===== src/rtl/alu_pkg.sv =====
// Shared types and entry layout for the ALU program sequencer.
// Entries are packed {instruction, A, B} with the opcode in the MSBs.
package alu_pkg;

    localparam int W       = 4;
    localparam int OPW     = 4;
    localparam int ENTRY_W = OPW + 2 * W;

    localparam int B_LSB  = 0;
    localparam int B_MSB  = W - 1;
    localparam int A_LSB  = W;
    localparam int A_MSB  = 2 * W - 1;
    localparam int OP_LSB = 2 * W;
    localparam int OP_MSB = 2 * W + OPW - 1;

    typedef enum logic [1:0] {
        S_IDLE  = 2'd0,
        S_RUN   = 2'd1,
        S_DRAIN = 2'd2
    } state_e;

    function automatic logic [ENTRY_W-1:0] pack_entry(
        input logic [OPW-1:0] op,
        input logic [W-1:0]   a,
        input logic [W-1:0]   b
    );
        logic [ENTRY_W-1:0] e;
        e                = '0;
        e[OP_MSB:OP_LSB] = op;
        e[A_MSB:A_LSB]   = a;
        e[B_MSB:B_LSB]   = b;
        return e;
    endfunction

endpackage


===== src/rtl/alu_sequencer_delay.sv =====
// Shift register of {valid, addr} tags that tracks entries in flight
// through the ALU so each result can be matched to its address.
module seq_delay_line #(
    parameter int DEPTH = 2,
    parameter int WIDTH = 5
) (
    input  logic             clk,
    input  logic             rst_n,
    input  logic [WIDTH-1:0] i_data,
    output logic [WIDTH-1:0] o_data
);

    logic [WIDTH-1:0] r_stage [DEPTH];

    always_ff @(posedge clk or negedge rst_n) begin
        if (!rst_n) begin
            for (int i = 0; i < DEPTH; i++) begin
                r_stage[i] <= '0;
            end
        end else begin
            r_stage[0] <= i_data;
            for (int i = 1; i < DEPTH; i++) begin
                r_stage[i] <= r_stage[i-1];
            end
        end
    end

    assign o_data = r_stage[DEPTH-1];

endmodule


===== src/rtl/alu_sequencer.sv =====
// Streams a loadable {instruction, A, B} program into the ALU one entry
// per cycle and reports each ALU result tagged with its program address.
module alu_sequencer #(
    parameter int W       = alu_pkg::W,
    parameter int OPW     = alu_pkg::OPW,
    parameter int DEPTH   = 16,
    parameter int ALU_LAT = 1,
    localparam int AW     = $clog2(DEPTH),
    localparam int EW     = OPW + 2 * W
) (
    input  logic           clk,
    input  logic           rst_n,
    input  logic           load_en,
    input  logic [AW-1:0]  load_addr,
    input  logic [EW-1:0]  load_data,
    input  logic           start,
    input  logic [AW-1:0]  last_addr,
    output logic [W-1:0]   A,
    output logic [W-1:0]   B,
    output logic [OPW-1:0] instruction,
    input  logic [W-1:0]   alu_out,
    output logic           res_valid,
    output logic [W-1:0]   res_data,
    output logic [AW-1:0]  res_addr,
    output logic           busy,
    output logic           done
);

    import alu_pkg::*;

    state_e r_state;
    state_e w_next;

    logic [AW-1:0]  r_pc;
    logic [AW-1:0]  r_last;
    logic [EW-1:0]  r_mem [DEPTH];
    logic [W-1:0]   r_a;
    logic [W-1:0]   r_b;
    logic [OPW-1:0] r_instr;
    logic           r_res_valid;
    logic [W-1:0]   r_res_data;
    logic [AW-1:0]  r_res_addr;
    logic           r_done;

    logic           w_idle;
    logic           w_run;
    logic           w_drain;
    logic           w_pc_last;
    logic           w_tag_valid;
    logic [AW-1:0]  w_tag_addr;
    logic           w_last_res;
    logic [AW:0]    w_tag_in;
    logic [AW:0]    w_tag_out;

    assign w_idle    = (r_state == S_IDLE);
    assign w_run     = (r_state == S_RUN);
    assign w_drain   = (r_state == S_DRAIN);
    assign w_pc_last = (r_pc == r_last);

    // One tag per issued entry; bubbles while draining carry valid = 0.
    assign w_tag_in    = {w_run, (w_run ? r_pc : {AW{1'b0}})};
    assign w_tag_valid = w_tag_out[AW];
    assign w_tag_addr  = w_tag_out[AW-1:0];
    assign w_last_res  = w_tag_valid && (w_tag_addr == r_last);

    seq_delay_line #(
        .DEPTH (ALU_LAT + 1),
        .WIDTH (AW + 1)
    ) u_delay (
        .clk    (clk),
        .rst_n  (rst_n),
        .i_data (w_tag_in),
        .o_data (w_tag_out)
    );

    always_ff @(posedge clk or negedge rst_n) begin
        if (!rst_n) begin
            r_state <= S_IDLE;
        end else begin
            r_state <= w_next;
        end
    end

    always_comb begin
        w_next = r_state;
        unique case (r_state)
            S_IDLE: begin
                if (start) begin
                    w_next = S_RUN;
                end
            end
            S_RUN: begin
                if (w_pc_last) begin
                    w_next = S_DRAIN;
                end
            end
            S_DRAIN: begin
                if (w_last_res) begin
                    w_next = S_IDLE;
                end
            end
            default: w_next = S_IDLE;
        endcase
    end

    // Program storage is deliberately left unreset.
    always_ff @(posedge clk) begin
        if (w_idle && load_en) begin
            r_mem[load_addr] <= load_data;
        end
    end

    always_ff @(posedge clk or negedge rst_n) begin
        if (!rst_n) begin
            r_pc    <= '0;
            r_last  <= '0;
            r_a     <= '0;
            r_b     <= '0;
            r_instr <= '0;
        end else begin
            unique case (1'b1)
                w_idle: begin
                    r_a     <= '0;
                    r_b     <= '0;
                    r_instr <= '0;
                    if (start) begin
                        r_last <= last_addr;
                        r_pc   <= '0;
                    end
                end
                w_run: begin
                    {r_instr, r_a, r_b} <= r_mem[r_pc];
                    r_pc                <= r_pc + AW'(1);
                end
                w_drain: begin
                    r_a     <= '0;
                    r_b     <= '0;
                    r_instr <= '0;
                end
                default: begin
                    r_a     <= '0;
                    r_b     <= '0;
                    r_instr <= '0;
                end
            endcase
        end
    end

    always_ff @(posedge clk or negedge rst_n) begin
        if (!rst_n) begin
            r_res_valid <= 1'b0;
            r_res_data  <= '0;
            r_res_addr  <= '0;
            r_done      <= 1'b0;
        end else begin
            r_res_valid <= w_tag_valid;
            r_done      <= w_last_res && w_drain;
            if (w_tag_valid) begin
                r_res_data <= alu_out;
                r_res_addr <= w_tag_addr;
            end
        end
    end

    assign A           = r_a;
    assign B           = r_b;
    assign instruction = r_instr;
    assign res_valid   = r_res_valid;
    assign res_data    = r_res_data;
    assign res_addr    = r_res_addr;
    assign done        = r_done;
    assign busy        = !w_idle;

endmodule


===== config.mk =====
export PLATFORM = sky130hd
export DESIGN_NAME = alu_sequencer
export DESIGN_NICKNAME = d
export VERILOG_FILES = /design/src/rtl/alu_pkg.sv /design/src/rtl/alu_sequencer_delay.sv /design/src/rtl/alu_sequencer.sv
export SDC_FILE = /design/constraint.sdc
export NUM_CORES = 1
export LEC_CHECK = 0
export BUFFER_PORTS_ARGS = -buffer_cell sky130_fd_sc_hd__clkbuf_2
export CORE_MARGIN = 4
export CORE_UTILIZATION = 45
export CTS_CLUSTER_DIAMETER = 60
export DETAILED_ROUTE_END_ITERATION = 8
export PLACE_DENSITY = 0.61
export SYNTH_ARGS = -nofsm -noshare
export SYNTH_HDL_FRONTEND = slang
export SYNTH_SLANG_ARGS = --single-unit

===== constraint.sdc =====
create_clock -name clk -period 2.4 [get_ports clk]
set_input_delay 0.12 -clock clk [delete_from_list [all_inputs] [get_ports clk]]
set_output_delay 0.12 -clock clk [all_outputs]
set_load 0.005 [all_outputs]

; ---- Word-level counts from Yosys, hierarchy flattened
; Memories as Yosys holds them, arrays and structs flattened.
; Index checks and enable logic that the tools add are counted.
[totals]
n_memories = 1
inputBits = 28
output_inout_bits = 23
ram_bits = 192
ff_bits = 42
[classes]
muxes = 12
eq_ne = 7
n_reduce_logical = 9
n_addsub = 1
[mem_list]
columns = memory, depth, word_bits, rd, rd_ports_with_merged_regs, write_ports, line_no
row1 = r_mem, 16, 12, 1, 0, 1, alu_sequencer.sv:36  ; logic [EW-1:0] r_mem [DEPTH];
[ops]
columns = cell, n
row1 = 4-bit two-way mux, 5
row2 = 4-bit equality test, 2
row3 = 4-bit one-hot mux with 2 select lines, 1
row4 = 2-bit two-way mux, 3
row5 = 2-bit one-hot mux with 3 select lines, 1
row6 = "4-bit by 1-bit adder with 4-bit output, second input constant", 1
row7 = "2-bit by 1-bit != test with 1-bit output, second input constant", 2
row8 = 2-bit AND reduction, 2
row9 = 1-bit logical AND, 3
row10 = 3-bit AND reduction, 1
row11 = "2-bit by 1-bit equality test with 1-bit output, second input constant", 1
row12 = "2-bit equality test, second input constant", 1
row13 = 2-bit zero test, 1
row14 = 1-bit two-way mux, 2
row15 = "2-bit != test, second input constant", 1
row16 = 2-bit nonzero test, 1
row17 = 1-bit zero test, 1

; ---- Logic depth before layout (Yosys ltp)
; Gate-level depths: netlist (run 1).
[logic_depth]
ltp_word = 4
depth_mapped = 7
mapped_depth_nobuf = 5

; ---- Cells and area by module
; Synthesis (run 1) repeated with hierarchy kept, for this count alone.
[unflattened]
hier_cells = 492
area_unflattened_um2 = 9098.7
[modules_own_cells]
columns = module, seq_area_each_um2, cells_per_inst, area_each_um2, instances
row1 = alu_sequencer, 6566.3, 477, 8811.0, 1
row2 = seq_delay_line, 250.2, 15, 287.8, 1

; ---- Worst setup path before layout (run 1)
; OpenSTA, ideal clock, no wires.
[synth_path]
path_kind = flip-flop to flip-flop
startpoint = reg r_state[0]
endpoint = mem r_mem[0][0] (netlist name) (enable)
setup_time_ps = 396
path_buffers = 0
t_arrival_ps = 1908
setup_slack_ps = 96
t_required_ps = 2004
stages_incl_launch_ff = 5
cell_sequence = dfrtp_1 nor2_4 nand2_1 or3_1 nor3_1
[synth_via]
elab_chain_len = 4
[synth_rtl]
columns = item, line_no
row1 = start: declaration, alu_sequencer.sv:31  ; state_e r_state;
row2 = start signal: assignment, alu_sequencer.sv:80  ; r_state <= w_next;
row3 = 2-bit zero test, alu_sequencer.sv:55  ; assign w_idle = (r_state == S_IDLE);
row4 = 1-bit logical AND, alu_sequencer.sv:108  ; if (w_idle && load_en) begin
row5 = 1-bit two-way mux, alu_sequencer.sv:108
row6 = 1-bit two-way mux (implied by the code), alu_sequencer.sv:109  ; r_mem[load_addr] <= load_data;
row7 = end: declaration, alu_sequencer.sv:36
; No other way between the ends.

; ---- Worst setup path in the final report (run 1)
[layout_path]
startpoint = reg r_pc[0]
endpoint = reg r_pc[3]
[layout_via]
elab_chain_len = 2
[layout_rtl]
columns = item, line_no
row1 = start: declaration, alu_sequencer.sv:34  ; logic [AW-1:0] r_pc;
row2 = start signal: assignment, alu_sequencer.sv:133  ; r_pc <= r_pc + AW'(1);
row3 = 4-bit by 1-bit adder with 4-bit output, alu_sequencer.sv:133
row4 = 4-bit one-hot mux with 2 select lines, alu_sequencer.sv:121  ; unique case (1'b1)
; No other way between the ends.
; A chain may end at the register's enable or synchronous reset.

==> results.md, run 1 <==
- Vias: 4761
- First-pass GRT wire length: 30.6 mm
- Leakage: 0.00383 uW
- Most frequent cells in the layout: edfxtp_1, mux2i_1, clkbuf_2
- Critical path arrival: 2.32 ns
- Setup TNS: 0 ns
- DRC violations left: 0
- Post-Syn Nets: 515
- Max layer used: met4
- IO buf count: 50
- Die area: 0.0224 mm^2
- Hold slack: 0.0201 ns
- Share of post-route cells with drive strength above 1: 27.6%
- Met2 WL: 9.40 mm
- Die height: 150 um
- Worst reg2reg path depth: 6
- RR Endpoint: r_pc[3]
- Total CTS buffers: 26
- Worst Setup Start Kind: flop
- Seq/Total Area, Yosys: 75.4%
- Max clock buf depth: 3
- Cell Pwr Density: 1090 mW/mm^2
- Cell count of the worst hold path: 1
- MaxCap Viol Count: 0
- Slew margin rel.: 45.0%
- Largest net degree at the start of global routing: 32
- Non-filler cells, final: 874
- Starting Density: 46.1%
- Detailed placement HPWL: 13.0 mm
- Die Wd: 150 um
- Mapped cell area: 0.00904 mm^2
- Via density: 5.45
- Commonest non-fill, non-tap cell in the layout: edfxtp_1
- VDD IR max: 0.568 mV
- RR Startpoint: r_pc[0]
- Final hold violations: 0
- WL met3: 1.20 mm
- H-Tree Depth: 1
- Critical Path RT: 2.79 ns
- I/O pins: 51
- Syn Inst Count: 486
- Post-Route WL: 20.1 mm
- Hold Path End: r_mem[7][7]
- Initial antenna violation count: 0
- Detail Route Antenna Nets: 0
- Part of the cycle the worst path needs: 80.4%
- R2R Setup Slk: 0.47 ns
- Maximum net fanout on the critical path: 14
- Skew-Pair Late Insertion Delay: 0.53 ns
- Critical Path Sink Type: flop
- N_diodes: 0
- Outcome: finished, final reports clean
- CTS root buf: clkbuf_16
- Placed insts: 816
- Routed wire length per instance: 23.0 um
- Crit Path Category: flop to flop
- Reg clk slew, reported paths: 0.06 ns
- Number of global-route vias before repair: 4972
- Hold path startpoint: load_data[7]
- Worst-Margin Slew: 0.825 ns
- Gpl congestion: 0.828
- Mean Syn Cell Area: 18.6 um^2
- Worst path slowest cell: dfrtp_1
- Synth-to-layout area growth: 17.9%
- Worst-path cell chain: buf_4, and2_1, buf_4, a21oi_1, o21ai_0, o21ai_0
- Final Max Tran Viols: 0
- Num Clock Sinks: 234
- M1 wire length: 8.83 mm
- Max Freq: 0.518 GHz
- First-pass detailed-route iteration total: 5
- Total grt overflow: 0
- Distinct cells, synth: 44
- HP Class: input port to flop
- Yosys warns: 0
- Gr usage total: 18.2%
- First DRT Iteration DRCs: 360
- Setup violations, final: 0
- Final min period: 1.93 ns
- Row cnt: 51
- Core area: 0.0196 mm^2
- Seq cells post-synth: 234
- CTS tree: yes
- Fillers: 1555
- Clock Skew: 0.0222 ns
- Crit path largest cell delay: 0.69 ns
- NumNets Final: 618
- Fin util: 54.4%
- RSZ-0062 raised after global routing: false
## routing by layer
metal	vias to the layer above	track usage, %
met1	2413	25.9
met4	0	5.67
met5	-	0
met3	46	3.21
li1	2125	-
met2	177	29.0
## cells by family after synthesis
group | after synthesis | share of synthesized area, %
flip-flops | 234 | 75.4
multiplexers | 93 | 12.8
AND/OR/NAND/NOR | 71 | 4.15
AO/OA/AOI/OAI | 53 | 4.18
buffers and inverters | 25 | 2.44
XOR/XNOR | 9 | 0.872
adder cells (fa/ha/maj) | 1 | 0.138
## cell usage after synthesis (all sizes together)
master / n / area share (%)
edfxtp: 192 / 64
mux2i: 64 / 7.1
dfrtp: 42 / 12
nor2: 24 / 1.1
buf: 20 / 2.2
a22oi: 18 / 1.5
o21ai: 18 / 1.0
mux4: 17 / 4.2
mux2: 12 / 1.5
nand3: 12 / 0.66
a221o: 10 / 1.1
nand2: 9 / 0.37
xor2: 8 / 0.78
and2: 5 / 0.37
nor3: 5 / 0.28
a21oi: 4 / 0.22
nand2b: 4 / 0.44
nor2b: 4 / 0.28
a221oi: 2 / 0.26
clkbuf: 2 / 0.083
inv: 2 / 0.14
nand4b: 2 / 0.19
a22o: 1 / 0.097
and2b: 1 / 0.083
clkinv: 1 / 0.041
ha: 1 / 0.14
nand3b: 1 / 0.083
nand4: 1 / 0.069
nor4: 1 / 0.069
or2: 1 / 0.069
or3: 1 / 0.069
xnor2: 1 / 0.097
## report_power, final
group | leakage [uW] | total [uW] | internal (uW) | switching [uW]
registers | 0.00225 | 5200 | 4770 | 425
logic | 0.00116 | 2630 | 1270 | 1360
clock network | 0.000412 | 3790 | 2270 | 1530
total | 0.00383 | 11600 | 8310 | 3310
## layout make-up
type / count / area (um^2) / area share (%)
clock buffers: 39 / 749 / 7.03
clock inverters: 9 / 83.8 / 0.787
inverters: 3 / 16.3 / 0.153
multi-input cells: 227 / 2020 / 19.0
flip-flops and latches: 234 / 6820 / 64.0
well taps: 265 / 332 / 3.11
repair buffers: 97 / 628 / 5.90
## worst max-delay path, delay by kind of cell (launching register included)
| family | cells | cell delay (ns) |
|---|---|---|
| AND/OR/NAND/NOR | 1 | 0.25 |
| AO/OA/AOI/OAI | 3 | 0.36 |
| flip-flops | 1 | 0.69 |
| buffers and inverters | 2 | 0.50 |
## worst max path at each step
| stage | startpoint | to | slack, ns |
|---|---|---|---|
| after CTS | r_pc[0] | r_pc[3] | 0.47 |
| after detailed placement | r_pc[0] | r_pc[3] | 0.50 |
| final | r_pc[0] | r_pc[3] | 0.47 |
| after global placement | r_pc[1] | instruction[2] | 0.51 |
| after floorplan | r_state[0] | r_mem[0][0] | 0.1 |
| after global routing | r_pc[0] | r_pc[3] | 0.29 |
## flip-flops by register name, summed over array words and instances (netlist names)
signal and count:
u_delay.r_stage 5, res_data 4, B 4, instruction 4, r_last 4, u_delay.o_data 5
r_mem 192, res_addr 4, done 1, A 4, r_pc 4, res_valid 1
r_state 2
## repair_timing
action / CTS / global route
hold endpoints to repair: 40 / 0
buffers inserted: 0 / 0
hold buffers: 10 / 0
gates resized for setup: 0 / 0
## through the flow
stage / worst slack [ns] / power, uW / cell area (um^2)
after floorplan: 0.0956 / 7130 / 9040
after detailed placement: 0.495 / 7930 / 9720
final: 0.469 / 11600 / 10700
after global routing: 0.286 / 12200 / 10700
after CTS: 0.473 / 11700 / 10700
after global placement: 0.507 / 7880 / 9720
No activity file was read; power rests on OpenSTA's default activity.
==> run 2, diff against run 1 <==
- PLACE_DENSITY: 0.61 -> 0.59
- clock period: 2.4 -> 1.8 ns (I/O delays scaled with it)
==> run 2 against run 1 <==
Effect of this change: clock-buffer cell count is 2 lower; clock skew fell by 0.0046 ns; design area rose by 2.0%; fmax rose by 10%; register-to-register slack worse by 0.42 ns; first-iteration DRC count rose by 11%; cell count up 2.9%; routed wire length fell by 1.8%; die area is the same; largest cell class unchanged; largest power group unchanged.
==> results.md, run 2 (synthesis gave the netlist of run 1 again) <==
- IO buf count: 50 (unchanged)
- Register with the most flip-flops: r_mem
- Die height: 150 um (unchanged)
- Total CTS buffers: 25 (-3.8%)
- Maximum net fanout on the critical path: 6 (-8)
- Top Family by Delay on Critical Path: simple AND/OR/NAND/NOR gates
- Share of power burned in registers: 43.3% (-1.4 points)
- Dpl cell area: 0.00988 mm^2 (+1.7%)
- Final hold violations: 0 (unchanged)
- DRC violations left: 0 (unchanged)
- Total grt overflow: 0 (unchanged)
- Skew-Pair Late Insertion Delay: 0.52 ns (about the same)
- First-pass detailed-route iteration total: 5 (unchanged)
- Logic pwr share: 25.4% (+2.8 points)
- Die area: 0.0224 mm^2 (unchanged)
- Gpl congestion: 0.828 (about the same)
- Post-Route WL: 19.7 mm (-1.8%)
- Met2 WL: 9.19 mm (-2.2%)
- Largest register FFs: 192 (unchanged)
- M1 wire length: 8.86 mm (+0.36%)
- Number of global-route vias before repair: 4919 (-1.1%)
- Placed insts: 835 (+2.3%)
- Reg clk slew, reported paths: 0.06 ns (about the same)
- Max clock buf depth: 3 (unchanged)
- Fin area: 0.0109 mm^2 (+2.0%)
- CTS root buf: clkbuf_16
- Vias: 4855 (+2.0%)
- Die Wd: 150 um (unchanged)
- Routed wire length per instance: 21.9 um (-4.6%)
- HP Class: input port to flop
- VDD IR max: 0.807 mV (+42%)
- Core area: 0.0196 mm^2 (unchanged)
- Detail Route Antenna Nets: 0 (unchanged)
- WP buf/inv: 1 (-1)
- Final min period: 1.75 ns (-0.181 ns)
- Worst Setup Start Kind: flop
- Critical path arrival: 1.96 ns (-0.36 ns)
- Row cnt: 51 (unchanged)
- Non-filler cells, final: 899 (+2.9%)
- Setup TNS: 0 ns (unchanged)
- Slew margin rel.: 47.5% (+2.5 points)
- Clock power frac: 31.3% (-1.3 points)
- Cell Pwr Density: 1430 mW/mm^2 (+31%)
- Crit path largest cell delay: 0.43 ns (-0.26 ns)
- CTS tree: yes
- Max Freq: 0.571 GHz (+10%)
- Detailed placement HPWL: 13.0 mm (-0.45%)
- Outcome: finished, final reports clean
- Starting Density: 46.1% (unchanged)
- Gr usage total: 17.8% (-0.46 points)
- Worst-path cell chain: nor2_4, nand2_1, or3_1, nor2_1, buf_4
- First-pass GRT wire length: 29.7 mm (-2.9%)
- Final Max Tran Viols: 0 (unchanged)
- Critical Path Sink Type: flop
- NumNets Final: 644 (+4.2%)
- Max layer used: met4
- Leakage: 0.00395 uW (+3.1%)
- Worst-Margin Slew: 0.787 ns (-0.0371 ns)
- Via density: 5.40 (-0.86%)
- N_diodes: 0 (unchanged)
- WL met3: 1.24 mm (+3.3%)
- Share of post-route cells with drive strength above 1: 30.0% (+2.4 points)
- Crit Path Category: flop to flop
- Critical path depth: 5 (-1)
- Setup violations, final: 0 (unchanged)
- Internal: 11200 uW (+35%)
- Part of the cycle the worst path needs: 97.2% (+17 points)
- Worst path slowest cell: dfrtp_1
- MaxCap Viol Count: 0 (unchanged)
- H-Tree Depth: 1 (unchanged)
- Synth-to-layout area growth: 20.2%
- First DRT Iteration DRCs: 401 (+11%)
- Initial antenna violation count: 0 (unchanged)
- Switching pwr: 4360 uW (+32%)
- Critical Path RT: 2.01 ns (-0.78 ns)
- Most frequent cells in the layout: edfxtp_1, mux2i_1, buf_4
- Cell count of the worst hold path: 1 (unchanged)
- Commonest non-fill, non-tap cell in the layout: edfxtp_1
- RSZ-0062 raised after global routing: false
- Worst reg2reg path depth: 5 (-1)
- Sw frac: 28.0% (-0.44 points)
- Largest net degree at the start of global routing: 28 (-13%)
- I/O pins: 51 (unchanged)
- Clock Skew: 0.0175 ns (-0.00464 ns)
- Num Clock Sinks: 234 (unchanged)
- Fillers: 1549 (-0.39%)
- Tot Pwr: 15600 uW (+34%)
run 2: worst reg2reg max path, cell delays in order (launching register included):
cell and delay (ns):
dfrtp_1 0.43, nor2_4 0.10, nand2_1 0.05, or3_1 0.43
nor2_1 0.23, buf_4 0.22
run 2: through the flow:
stage,hold slack [ns],utilization [%],setup slack [ns]
finish,0.00892,55.5,0.0498
detailed placement,0.212,50.4,0.00968
floorplan,-0.206,-,-0.211
global placement,0.197,50.4,0.00883
CTS,0.00380,55.1,0.0354
global route,0.0310,55.5,0.0224
run 2: what timing repair did:
action / CTS / global route
endpoints found under the hold margin: 66 / 0
hold buffers: 12 / 0
endpoints found under the setup margin: 3 / 40
buffers inserted: 0 / 6
gates resized for setup: 1 / 3
pin swaps: 0 / 2
run 2: path summary, 6_finish.rpt:
check                                    from                end  slack, ns
hold / removal                   load_data[6]       r_mem[14][6]      0.009
max in group asynchronous               rst_n  u_delay.o_data[2]       0.97
hold reg to reg            u_delay.r_stage[9]  u_delay.o_data[4]       0.35
setup / recovery                   r_state[1]       r_mem[8][10]       0.05
setup reg to reg                   r_state[1]       r_mem[8][10]       0.05
min in group asynchronous               rst_n          r_last[3]       0.20
run 2: power by group through the flow:
stage / clock network [uW] / logic (uW) / registers [uW]
finish: 4870 / 3950 / 6740
global route: 5220 / 4310 / 6800
CTS: 5000 / 3850 / 6780
detailed placement: 0 / 3820 / 6890
global placement: 0 / 3790 / 6870
floorplan: 0 / 2820 / 6680
run 2: final cells by class:
| type | instances | area [um^2] | share of cell area, % |
|---|---|---|---|
| Sequential cell | 234 | 6820 | 62.8 |
| Clock buffer | 37 | 681 | 6.27 |
| Timing Repair Buffer | 124 | 865 | 7.96 |
| Clock inverter | 9 | 105 | 0.967 |
| Inverter | 3 | 16.3 | 0.150 |
| Multi-Input combinational cell | 227 | 2040 | 18.8 |
| Tap cell | 265 | 332 | 3.05 |
run 2: metal layers:
| layer | track usage (%) | vias to the layer above |
|---|---|---|
| met4 | 4.21 | 0 |
| li1 | - | 2177 |
| met3 | 3.03 | 34 |
| met1 | 26.5 | 2473 |
| met5 | 0 | - |
| met2 | 27.6 | 171 |
==> run 3, diff against run 2 <==
- GPL_TIMING_DRIVEN: unset -> 0
==> run 3 against run 2 <==
Effect of this change: via count fell by 2.6%; global-route usage up 0.59 points; clock skew fell by 0.0071 ns; register-to-register slack about the same.
==> results.md, run 3 (synthesis gave the netlist of run 1 again) <==
- Final hold violations: 0 (unchanged)
- Worst Setup Start Kind: flop
- VDD IR max: 0.991 mV (+23%)
- NumNets Final: 624 (-3.1%)
- Detailed placement HPWL: 12.2 mm (-6.1%)
- Met1 Usage GRT: 24.9% (-1.6 points)
- Total CTS buffers: 26 (+4.0%)
- Post-route setup slack: 0.0636 ns (+0.0138 ns)
- DRC violations left: 0 (unchanged)
- Post-Route WL: 20.1 mm (+2.1%)
- First-pass detailed-route iteration total: 4 (-1)
- Grt met2 use: 31.0% (+3.4 points)
- Die height: 150 um (unchanged)
- IO buf count: 50 (unchanged)
- Skew-Pair Late Insertion Delay: 0.52 ns (about the same)
- Crit Path Category: flop to flop
- Row cnt: 51 (unchanged)
- Leakage: 0.00390 uW (-1.4%)
- Setup violations, final: 0 (unchanged)
- Max Freq: 0.576 GHz (+0.79%)
- Num Clock Sinks: 234 (unchanged)
- RSZ-0062 raised after global routing: false
- Final Max Tran Viols: 0 (unchanged)
- Detail Route Antenna Nets: 0 (unchanged)
- Crit path largest cell delay: 0.53 ns (+0.10 ns)
- CTS root buf: clkbuf_16
- Commonest non-fill, non-tap cell in the layout: edfxtp_1
- Multi-input gate area: 0.00217 mm^2 (+6.2%)
- I/O pins: 51 (unchanged)
- Tot Pwr: 15700 uW (+0.62%)
- Share of post-route cells with drive strength above 1: 30.5% (+0.49 points)
- Largest register FFs: 192 (unchanged)
- N_diodes: 0 (unchanged)
- Total grt overflow: 0 (unchanged)
- Largest net degree at the start of global routing: 43 (+54%)
- Reg clk slew, reported paths: 0.06 ns (about the same)
- Die area: 0.0224 mm^2 (unchanged)
- Part of the cycle the worst path needs: 96.5% (-0.77 points)
- Critical Path RT: 2.19 ns (+0.18 ns)
- Clock Skew: 0.0104 ns (-0.00709 ns)
- Gpl congestion: 0.760 (-8.2%)
- Synth-to-layout area growth: 22.3%
- Fin util: 56.4% (+0.96 points)
- Max clock buf depth: 3 (unchanged)
- Slew margin rel.: 26.5% (-21 points)
- Most frequent cells in the layout: edfxtp_1, mux2i_1, clkbuf_2
- Register with the most flip-flops: r_mem
- Worst path slowest cell: mux4_2
- Pre-CTS setup slack: -0.848 ns (-0.858 ns)
- Outcome: finished, final reports clean
- Critical Path Sink Type: flop
- Gr usage total: 18.3% (+0.59 points)
- Starting Density: 46.1% (unchanged)
- Critical path arrival: 2.13 ns (+0.17 ns)
- Setup TNS: 0 ns (unchanged)
- Worst-Margin Slew: 1.10 ns (+0.315 ns)
- Core area: 0.0196 mm^2 (unchanged)
- CTS tree: yes
- Fillers: 1515 (-2.2%)
- Met3 Usage GRT: 3.06% (+0.030 points)
- HP Class: input port to flop
- Die Wd: 150 um (unchanged)
- MaxCap Viol Count: 0 (unchanged)
- R2R Setup Slk: 0.06 ns (about the same)
- First DRT Iteration DRCs: 378 (-5.7%)
- Vias: 4729 (-2.6%)
- Busiest grt layer: met2
- Initial antenna violation count: 0 (unchanged)
- Final min period: 1.74 ns (-0.0138 ns)
- First-pass GRT wire length: 30.2 mm (+1.7%)
- H-Tree Depth: 1 (unchanged)
- Worst-path cell chain: buf_6, buf_12, mux4_2, o21ai_2, o21ai_1
- Cell Pwr Density: 1420 mW/mm^2 (-1.1%)
- Number of global-route vias before repair: 4909 (-0.20%)
- Via density: 5.38 (-0.38%)
- Routed wire length per instance: 22.9 um (+4.5%)
- Register area: 0.00682 mm^2 (about the same)
- Maximum net fanout on the critical path: 10 (+4)
run 3: cell count changes in the layout (fill, tap and decap cells not counted), sizes merged:
cell         previous run  this run
clkinv                  6        11
buf                    62        38
clkinvlp                1         3
bufinv                  2         0
dlygate4sd3            12        11
run 3: power breakdown:
group          leakage [uW]  total [uW]  switching (uW)  internal [uW]
registers           0.00226        6610             254           6360
clock network      0.000379        4780            2030           2750
logic               0.00126        4270            2320           1940
run 3: path summary, 6_finish.rpt:
check                                   startpoint           endpoint  cells past startpoint
min in group asynchronous                    rst_n        res_addr[3]                      2
worst max register to register             r_pc[1]               A[2]                      5
worst min register to register  u_delay.r_stage[7]  u_delay.o_data[2]                      0
max in group asynchronous                    rst_n         r_state[0]                      2
worst min-delay path                  load_data[3]        r_mem[6][3]                      1
worst max-delay path                       r_pc[1]               A[2]                      5
run 3: timing repair:
item	4_1_cts	5_1_grt
gates resized for setup	30	9
endpoints found under the setup margin	202	24
endpoints found under the hold margin	57	0
pin swaps	19	2
hold buffers	11	0
cloned	0	0
setup buffers	21	0
run 3: area by class of cell:
class / instances / share of cell area [%]
sequential: 234 / 61.7
multi-input combinational: 227 / 19.6
timing repair buffer: 82 / 6.50
clock buffer: 33 / 6.31
tap: 265 / 3.00
buffer: 21 / 1.88
clock inverter: 14 / 0.804
inverter: 3 / 0.181
run 3: worst max-delay path, delay by kind of cell, from the launching register on:
family | cells | cell delay, ns
multiplexers | 1 | 0.53
flip-flops | 1 | 0.38
buffers and inverters | 2 | 0.38
AO/OA/AOI/OAI | 2 | 0.31
run 3: metal layers:
metal	vias to the layer above	wire length [um]
li1	2142	-
met1	2418	8750
met2	137	9950
met3	32	933
met4	0	505
met5	-	0
run 3: per-stage QoR:
step           area [um^2]  hold WS, ns  cells
6_report             11100      0.00123    879
4_1_cts              11000      0.00305    880
2_1_floorplan         9070       -0.206    486
3_3_place_gp          9650        0.318    801
5_1_grt              11100       0.0128    879
3_5_place_dp          9650        0.325    801
